[config.mk]
export PLATFORM = sky130hd
export DESIGN_NAME = reg_bank_arbiter
export DESIGN_NICKNAME = d
export VERILOG_FILES = /design/src/rtl/reg_bank_arbiter.sv
export SDC_FILE = /design/constraint.sdc
export NUM_CORES = 1
export LEC_CHECK = 0
export CORE_MARGIN = 2
export CORE_UTILIZATION = 35
export DETAILED_ROUTE_END_ITERATION = 10
export GPL_ROUTABILITY_DRIVEN = 0
export SLEW_MARGIN = 25
export SYNTH_ARGS = -nofsm -noshare
export SYNTH_HDL_FRONTEND = slang
export SYNTH_SLANG_ARGS = --single-unit
export TNS_END_PERCENT = 20
[constraint.sdc]
create_clock -name clk -period 3.8 [get_ports clk]
set_input_delay 0.38 -clock clk [delete_from_list [all_inputs] [get_ports clk]]
set_output_delay 0.38 -clock clk [all_outputs]
set_load 0.005 [all_outputs]
[src/rtl/reg_bank_arbiter.sv]
// Config/status register bank shared by two req/gnt/rvalid requesters.
// Round-robin arbitration, one access in flight: IDLE -> ACCESS -> RESP.
module reg_bank_arbiter #(
  parameter int                   NUM_CFG    = 8,
  parameter int                   NUM_STATUS = 8,
  parameter int                   REG_WIDTH  = 8,
  parameter int                   ADDR_W     = 4,
  parameter logic [REG_WIDTH-1:0] CFG_RESET  = '0
) (
  input  logic                             clk,
  input  logic                             rst,
  input  logic                             ena,
  input  logic                             a_req,
  input  logic                             a_we,
  input  logic [ADDR_W-1:0]                a_addr,
  input  logic [REG_WIDTH-1:0]             a_wdata,
  output logic                             a_gnt,
  output logic                             a_rvalid,
  output logic [REG_WIDTH-1:0]             a_rdata,
  output logic                             a_err,
  input  logic                             b_req,
  input  logic                             b_we,
  input  logic [ADDR_W-1:0]                b_addr,
  input  logic [REG_WIDTH-1:0]             b_wdata,
  output logic                             b_gnt,
  output logic                             b_rvalid,
  output logic [REG_WIDTH-1:0]             b_rdata,
  output logic                             b_err,
  input  logic [NUM_STATUS*REG_WIDTH-1:0]  status_regs,
  output logic [NUM_CFG*REG_WIDTH-1:0]     config_regs,
  output logic                             busy
);
  localparam int CIDX_W = (NUM_CFG > 1) ? $clog2(NUM_CFG) : 1;
  localparam int SIDX_W = (NUM_STATUS > 1) ? $clog2(NUM_STATUS) : 1;
  localparam logic [ADDR_W:0] CFG_END = (ADDR_W+1)'(NUM_CFG);
  localparam logic [ADDR_W:0] MAP_END = (ADDR_W+1)'(NUM_CFG + NUM_STATUS);

  typedef enum logic [1:0] {IDLE, ACCESS, RESP} state_e;

  state_e                              state_q, state_d;
  logic                                last_b_q, last_b_d;
  logic                                win_b_q, win_b_d;
  logic                                we_q, we_d;
  logic [ADDR_W-1:0]                   addr_q, addr_d;
  logic [REG_WIDTH-1:0]                wdata_q, wdata_d;
  logic [NUM_CFG-1:0][REG_WIDTH-1:0]   cfg_q, cfg_d;
  logic                                a_gnt_q, a_gnt_d, b_gnt_q, b_gnt_d;
  logic                                a_rvalid_q, a_rvalid_d, b_rvalid_q, b_rvalid_d;
  logic [REG_WIDTH-1:0]                a_rdata_q, a_rdata_d, b_rdata_q, b_rdata_d;
  logic                                a_err_q, a_err_d, b_err_q, b_err_d;

  logic [NUM_STATUS-1:0][REG_WIDTH-1:0] stat_w;
  logic [SIDX_W-1:0]                   stat_off;
  logic                                is_cfg, is_stat, pick_b, op_err;
  logic [REG_WIDTH-1:0]                op_rdata;

  assign stat_w   = status_regs;
  assign is_cfg   = {1'b0, addr_q} < CFG_END;
  assign is_stat  = !is_cfg && ({1'b0, addr_q} < MAP_END);
  assign stat_off = SIDX_W'(addr_q - CFG_END[ADDR_W-1:0]);
  // B wins only if A is idle or A was the most recent winner.
  assign pick_b   = b_req && (!a_req || !last_b_q);

  always_comb begin
    op_rdata = '0;
    op_err   = 1'b0;
    if (is_cfg)
      op_rdata = we_q ? wdata_q : cfg_q[addr_q[CIDX_W-1:0]];
    else if (is_stat && !we_q)
      op_rdata = stat_w[stat_off];
    else
      op_err = 1'b1;
  end

  always_comb begin
    state_d    = state_q;
    last_b_d   = last_b_q;
    win_b_d    = win_b_q;
    we_d       = we_q;
    addr_d     = addr_q;
    wdata_d    = wdata_q;
    cfg_d      = cfg_q;
    a_gnt_d    = 1'b0;
    b_gnt_d    = 1'b0;
    a_rvalid_d = 1'b0;
    b_rvalid_d = 1'b0;
    a_rdata_d  = a_rdata_q;
    a_err_d    = a_err_q;
    b_rdata_d  = b_rdata_q;
    b_err_d    = b_err_q;
    case (state_q)
      IDLE: if (a_req || b_req) begin
        win_b_d  = pick_b;
        last_b_d = pick_b;
        we_d     = pick_b ? b_we    : a_we;
        addr_d   = pick_b ? b_addr  : a_addr;
        wdata_d  = pick_b ? b_wdata : a_wdata;
        a_gnt_d  = !pick_b;
        b_gnt_d  = pick_b;
        state_d  = ACCESS;
      end
      ACCESS: begin
        if (we_q && is_cfg) cfg_d[addr_q[CIDX_W-1:0]] = wdata_q;
        if (win_b_q) begin
          b_rdata_d  = op_rdata;
          b_err_d    = op_err;
          b_rvalid_d = 1'b1;
        end else begin
          a_rdata_d  = op_rdata;
          a_err_d    = op_err;
          a_rvalid_d = 1'b1;
        end
        state_d = RESP;
      end
      RESP:    state_d = IDLE;
      default: state_d = IDLE;
    endcase
  end

  always_ff @(posedge clk or posedge rst) begin
    if (rst) begin
      state_q    <= IDLE;
      last_b_q   <= 1'b1;
      win_b_q    <= 1'b0;
      we_q       <= 1'b0;
      addr_q     <= '0;
      wdata_q    <= '0;
      cfg_q      <= {NUM_CFG{CFG_RESET}};
      a_gnt_q    <= 1'b0;
      b_gnt_q    <= 1'b0;
      a_rvalid_q <= 1'b0;
      b_rvalid_q <= 1'b0;
      a_rdata_q  <= '0;
      a_err_q    <= 1'b0;
      b_rdata_q  <= '0;
      b_err_q    <= 1'b0;
    end else if (ena) begin
      state_q    <= state_d;
      last_b_q   <= last_b_d;
      win_b_q    <= win_b_d;
      we_q       <= we_d;
      addr_q     <= addr_d;
      wdata_q    <= wdata_d;
      cfg_q      <= cfg_d;
      a_gnt_q    <= a_gnt_d;
      b_gnt_q    <= b_gnt_d;
      a_rvalid_q <= a_rvalid_d;
      b_rvalid_q <= b_rvalid_d;
      a_rdata_q  <= a_rdata_d;
      a_err_q    <= a_err_d;
      b_rdata_q  <= b_rdata_d;
      b_err_q    <= b_err_d;
    end
  end

  assign a_gnt       = a_gnt_q;
  assign b_gnt       = b_gnt_q;
  assign a_rvalid    = a_rvalid_q;
  assign b_rvalid    = b_rvalid_q;
  assign a_rdata     = a_rdata_q;
  assign b_rdata     = b_rdata_q;
  assign a_err       = a_err_q;
  assign b_err       = b_err_q;
  assign config_regs = cfg_q;
  assign busy        = (state_q != IDLE);
endmodule

### After elaboration in Yosys (flattened, before gate mapping)

Index checks and enable logic that the tools add are counted.

* flip-flop bits (word level): 103
* output and inout port bits: 87
* input port bits: 95

* muxes and demuxes: 25
* add/sub/neg operators: 1
* bitwise logic cells: 1
* equal/unequal tests: 2
* magnitude comparators: 4
* reduce and logical (&&, ||, !) cells: 18

Operators with widths (count)
* $bwmux 64: 1
* $mux 8: 7
* $bmux 8 s3: 2
* $demux 8 s3: 1
* $reduce_and 3->1: 4
* $mux 1: 11
* $lt 3x4->1 const B: 2
* $logic_not 1->1: 5
* $logic_and 1x1->1: 4
* $lt 4x4->1 const B: 1
* $mux 4: 1
* $pmux 2 s2: 1
* $ge 3x1->1 const B: 1
* $sub 3x1->3 const B: 1
* $eq 2x1->1 const B: 1
* $logic_not 2->1: 1
* $logic_or 1x1->1: 2
* $mux 2: 1
* $ne 2x2->1 const B: 1
* $reduce_and 2->1: 1
* $reduce_bool 2->1: 1
* $not 1->1: 1

### Logic depth before layout (Yosys ltp)

* depth after elaboration: 6
* mapped depth: 8

### Worst setup path before layout

OpenSTA, ideal clock, no wires.

* kind: register to register
* start point: reg addr_q[0]
* end point: reg a_rdata_q[4] (netlist: a_rdata[4])
* library setup time: 0.127 ns
* clock period less this slack: 1.609 ns
* arrival: 1.481 ns
* cell stages (with the launch flop): 7
* setup slack: 2.191 ns
* required time: 3.673 ns
* path through: dfrtp_1 > buf_2 > mux2_1 > a221oi_1 > o211ai_1 > a22oi_2 > a21oi_1

* word-level cells in the longest chain between the ends: 5
* elaborated cells on any way between the ends: 11

Ends and longest elaborated chain
* start: declaration: line 44 `logic [ADDR_W-1:0] addr_q, addr_d;`
* start signal: assignment: line 142 `addr_q <= addr_d;`
* $sub 3x1->3 / $lt 4x4->1 (equally long branches): line 60, 58
* $bmux 8 s3 / $logic_not 1->1 (equally long branches): line 70, 59
* $mux 8 (not written as such) / $logic_and 1x1->1 (equally long branches): line 70, 69
* $mux 8: line 69 `else if (is_stat && !we_q)`
* $mux 8 (*): line 67 `if (is_cfg)`
* end signal: assignment: line 149 `a_rdata_q <= a_rdata_d;`
* end: declaration: line 49 `logic [REG_WIDTH-1:0] a_rdata_q, a_rdata_d, b_rdata_q, b_rdata_d;`

Every way passes the cells marked *; elsewhere a longest branch is shown, timed or not. The select of a mux whose other input is x is not followed.
A chain may end at the register's enable or synchronous reset.

### Worst setup path after layout

* start point: reg addr_q[2]
* end point: reg a_rdata_q[5] (netlist: a_rdata[5])

Same word-level chain as after synthesis.

==> impl_metrics.prom <==
# TYPE chip_impl_metric gauge
chip_impl_metric{name="clock_edge_transition_at_the_registers_on_the_reported_setup_and_hold_paths",unit="ps"} 70
chip_impl_info{name="tritoncts",value="yes"} 1
chip_impl_metric{name="global_route.overflow_total",unit=""} 0
chip_impl_info{name="slowest_stage",value="dfrtp_1"} 1
chip_impl_metric{name="initial_core_util",unit="%"} 35.5
chip_impl_metric{name="utilization_after_layout",unit="%"} 50.6
chip_impl_metric{name="critical_path.max_fanout",unit=""} 32
chip_impl_metric{name="via_count_of_the_first_global_routing_pass",unit=""} 4526
chip_impl_metric{name="die_h",unit="um"} 128
chip_impl_metric{name="power_density",unit="nW/um2"} 780
chip_impl_metric{name="dp_hpwl",unit="mm"} 13.7
chip_impl_metric{name="clock.fmax",unit="MHz"} 424
chip_impl_metric{name="total_of_buffers_placed_on_input_and_output_ports",unit=""} 181
chip_impl_metric{name="initialDrtViolationCount",unit=""} 242
chip_impl_metric{name="finClkSkew",unit="ps"} 10.3
chip_impl_metric{name="cp_data_required_time",unit="ps"} 4010
chip_impl_metric{name="worst_slew_margin_rel",unit="%"} 38.5
chip_impl_metric{name="core_region_area",unit="um2"} 15100
chip_impl_metric{name="cts_buffer_depth",unit=""} 2
chip_impl_metric{name="vdd_ir_drop_max",unit="uV"} 374
chip_impl_info{name="crit_path_cell_trace",value="buf_4 > mux2_4 > a32oi_1 > o211ai_1 > a22oi_2 > a21oi_1"} 1
chip_impl_metric{name="vias_per_cell",unit=""} 5.51
chip_impl_metric{name="synth-seq-area-share",unit="%"} 48.1
chip_impl_metric{name="ys_warn_count",unit=""} 0
chip_impl_metric{name="antenna_found_initial",unit=""} 0
chip_impl_metric{name="clock_insertion_delay_worst_skew",unit="ps"} 350
chip_impl_metric{name="cts.hold.buffers_added",unit=""} 0
chip_impl_metric{name="worstPathBufferInverterCount",unit=""} 1
chip_impl_metric{name="io_pins",unit=""} 182
chip_impl_metric{name="finalNonFillerCells",unit=""} 802
chip_impl_metric{name="r2r_setup_slack",unit="ps"} 1440
chip_impl_info{name="endpoint_kind",value="register"} 1
chip_impl_metric{name="hold-worst-slack",unit="ps"} 489
chip_impl_info{name="outcome",value="finished clean"} 1
chip_impl_metric{name="dieArea",unit="um2"} 16300
chip_impl_metric{name="grt_start_max_net_pins",unit=""} 66
chip_impl_metric{name="routed_wire_length_per_instance",unit="um"} 22.8
chip_impl_info{name="critical_path.top_delay_family",value="compound AO/OA/AOI/OAI gates"} 1
chip_impl_metric{name="grt_first_pass_wirelength",unit="mm"} 27.4
chip_impl_metric{name="synth_cells",unit=""} 447
chip_impl_metric{name="track_usage",unit="%"} 22.3
chip_impl_metric{name="postLayoutSetupSlackWorst",unit="ps"} 1440
chip_impl_info{name="worstHoldPathType",value="reg -> reg"} 1
chip_impl_metric{name="cts-resized-gates",unit=""} 0
chip_impl_metric{name="period_needed",unit="ps"} 2360
chip_impl_metric{name="die_width",unit="um"} 128
chip_impl_metric{name="placement_rows",unit=""} 45
chip_impl_info{name="critical_path_class",value="reg -> reg"} 1
chip_impl_metric{name="critical_path.max_stage_delay",unit="ps"} 670
chip_impl_info{name="r2r-end",value="a_rdata[5]$_DFFE_PP0P_"} 1
chip_impl_metric{name="antenna_violating_nets_post_route",unit=""} 0
chip_impl_metric{name="rr_worst_depth",unit=""} 6
chip_impl_metric{name="max_cap_viol_count",unit=""} 0
chip_impl_metric{name="synth.lib_cells_used.distinct",unit=""} 48
chip_impl_metric{name="synth.avg_cell_area",unit="um2"} 12.0
chip_impl_metric{name="post_synth_instance_area",unit="um2"} 5360
chip_impl_metric{name="design.final.nets",unit=""} 704
chip_impl_info{name="rsz_0062_raised_after_global_routing",value="no"} 1
chip_impl_metric{name="numClockSinks",unit=""} 103
chip_impl_metric{name="via_count",unit=""} 4418
chip_impl_metric{name="final-max-slew-violation-count",unit=""} 0
chip_impl_metric{name="hold_path_cells",unit=""} 2
chip_impl_metric{name="post-route-drc-count",unit=""} 0
chip_impl_info{name="worst_r2r_startpoint",value="addr_q[2]$_DFFE_PP0P_"} 1
chip_impl_info{name="hold_start",value="b_err$_DFFE_PP0P_"} 1
chip_impl_metric{name="cellLeakagePower",unit="nW"} 3.48
chip_impl_metric{name="ratio_of_final_minimum_period_to_clock_period",unit="%"} 62.1
chip_impl_metric{name="arrival_time_at_the_worst_endpoint",unit="ps"} 2570
chip_impl_metric{name="finalSetupTns",unit="ps"} 0
chip_impl_metric{name="dp.cells",unit=""} 786
chip_impl_info{name="crit_path_start_kind",value="register"} 1
chip_impl_metric{name="worst_pin_slew",unit="ps"} 920
chip_impl_metric{name="post-cts-setup-buffers",unit=""} 0
chip_impl_metric{name="synthToLayoutAreaGrowth",unit="%"} 42.3
chip_impl_metric{name="drt_first_pass_iters",unit=""} 8
chip_impl_info{name="clock_root_buffer",value="clkbuf_16"} 1
chip_impl_metric{name="ys_seq_elements",unit=""} 103
chip_impl_metric{name="timing_hold_violations_final",unit=""} 0
chip_impl_metric{name="dp_worst_setup_slack",unit="ps"} 1270
chip_impl_metric{name="number_of_nets_produced_by_synthesis",unit=""} 542
chip_impl_info{name="capture_endpoint_of_the_worst_hold_path",value="b_err$_DFFE_PP0P_"} 1
chip_impl_metric{name="clock_buffer_count_from_cts",unit=""} 9
chip_impl_metric{name="n_antenna_cell",unit=""} 0
chip_impl_metric{name="clock_tree.htree_level_count",unit=""} 3
chip_impl_metric{name="fraction_of_final_layout_cells_sized_beyond_drive_strength_1",unit="%"} 22.1
chip_impl_metric{name="aggregate_routed_wire_length",unit="mm"} 18.3
chip_impl_metric{name="setup_viol",unit=""} 0
-- layout by cell type (no fill, tap or decap), types with 10 or more instances in the layout --
cell type / Yosys / routed
a21oi_1: 19 / 19
a222oi_1: 13 / 13
a22oi_1: 11 / 11
and3b_1: 14 / 14
clkdlybuf4s50_1: 0 / 181
dfrtp_1: 102 / 101
inv_1: 29 / 28
mux2_2: 75 / 75
nand2_1: 21 / 21
nor2_1: 14 / 14
o21ai_1: 10 / 10
-- cells in the mapped netlist, drive strengths merged --
library cell	number	area share [%]
o221ai	3	0.61
a32o	1	0.19
o211ai	6	0.93
a221o	1	0.19
and2	3	0.35
nand4b	1	0.44
clkbuf	14	0.98
and2b	1	0.16
inv	30	2.1
nand2	29	2.8
a22oi	17	2.9
nor2b	4	0.47
o2bb2ai	2	0.33
mux4	8	3.4
dfstp	1	0.49
o21ai	19	1.8
a222oi	13	2.4
nand3	3	0.28
a21oi	19	1.8
nor2	18	1.8
a21boi	1	0.14
dfrtp	102	48
nand3b	2	0.28
buf	21	2.4
mux2i	3	0.56
a32oi	3	0.49
and3	2	0.23
mux2	87	19
a31oi	3	0.35
and3b	14	2.3
a221oi	10	1.9
a21o	6	0.84
-- worst max path at each step --
| stage | startpoint | end | slack, ps | cells past startpoint |
|---|---|---|---|---|
| after floorplan | rst | a_err$_DFFE_PP0P_ | 720 | 1 |
| after global placement | ena | addr_q[2]$_DFFE_PP0P_ | 1280 | 5 |
| after detailed placement | ena | addr_q[2]$_DFFE_PP0P_ | 1270 | 5 |
| after CTS | addr_q[2]$_DFFE_PP0P_ | a_rdata[5]$_DFFE_PP0P_ | 1460 | 6 |
| after global routing | addr_q[1]$_DFFE_PP0P_ | b_rdata[7]$_DFFE_PP0P_ | 1250 | 6 |
| final | addr_q[2]$_DFFE_PP0P_ | a_rdata[5]$_DFFE_PP0P_ | 1440 | 6 |
-- worst register-to-register path: cells and delay by family, from the launching register on --
family	cells	cell delay [ps]
AOI/OAI and AO/OA	4	710
buffers and inverters	1	470
DFF	1	670
muxes	1	370
-- flip-flops by register name, summed over array words and instances (netlist names) --
name / flops
state_q: 2
a_err: 1
b_rvalid: 1
win_b_q: 1
wdata_q: 8
we_q: 1
config_regs: 64
a_gnt: 1
a_rvalid: 1
last_b_q: 1
b_rdata: 8
b_gnt: 1
b_err: 1
addr_q: 4
a_rdata: 8
-- layout make-up --
cell class / instances / area [um2]
multi-input combinational: 279 / 2490
clock buffer: 9 / 225
sequential: 103 / 2580
clock inverter: 7 / 126
inverter: 30 / 115
timing repair buffer: 186 / 1860
tap: 188 / 235
fill: 1361 / 7460
-- report_power, final --
part,switching (mW),internal (mW)
Sequential,0.743,1.54
Combinational,1.08,1.50
Clock,0.440,0.652
Total,2.26,3.69
-- cell families after synthesis --
logic type	Yosys count	synth area share [%]
flip-flops	103	48.1
buffers and inverters	65	5.53
AO/OA/AOI/OAI	104	14.8
AND/OR/NAND/NOR	77	9.08
multiplexers	98	22.5
-- through the flow --
stage	total power [mW]	instance area, um2
4_1_cts	5.96	7630
2_1_floorplan	3.48	5360
3_5_place_dp	4.87	7280
3_3_place_gp	4.82	7280
6_report	5.95	7630
5_1_grt	6.27	7630
-- metal layers --
| layer | track usage (%) | part of all wire (%) | up-vias |
|---|---|---|---|
| met5 | 0 | 0 | - |
| li1 | - | - | 1975 |
| met4 | 7.69 | 2.1 | 0 |
| met2 | 36.2 | 47 | 204 |
| met3 | 3.80 | 6.8 | 29 |
| met1 | 30.2 | 44 | 2210 |
(Power assumes the default switching activity.)
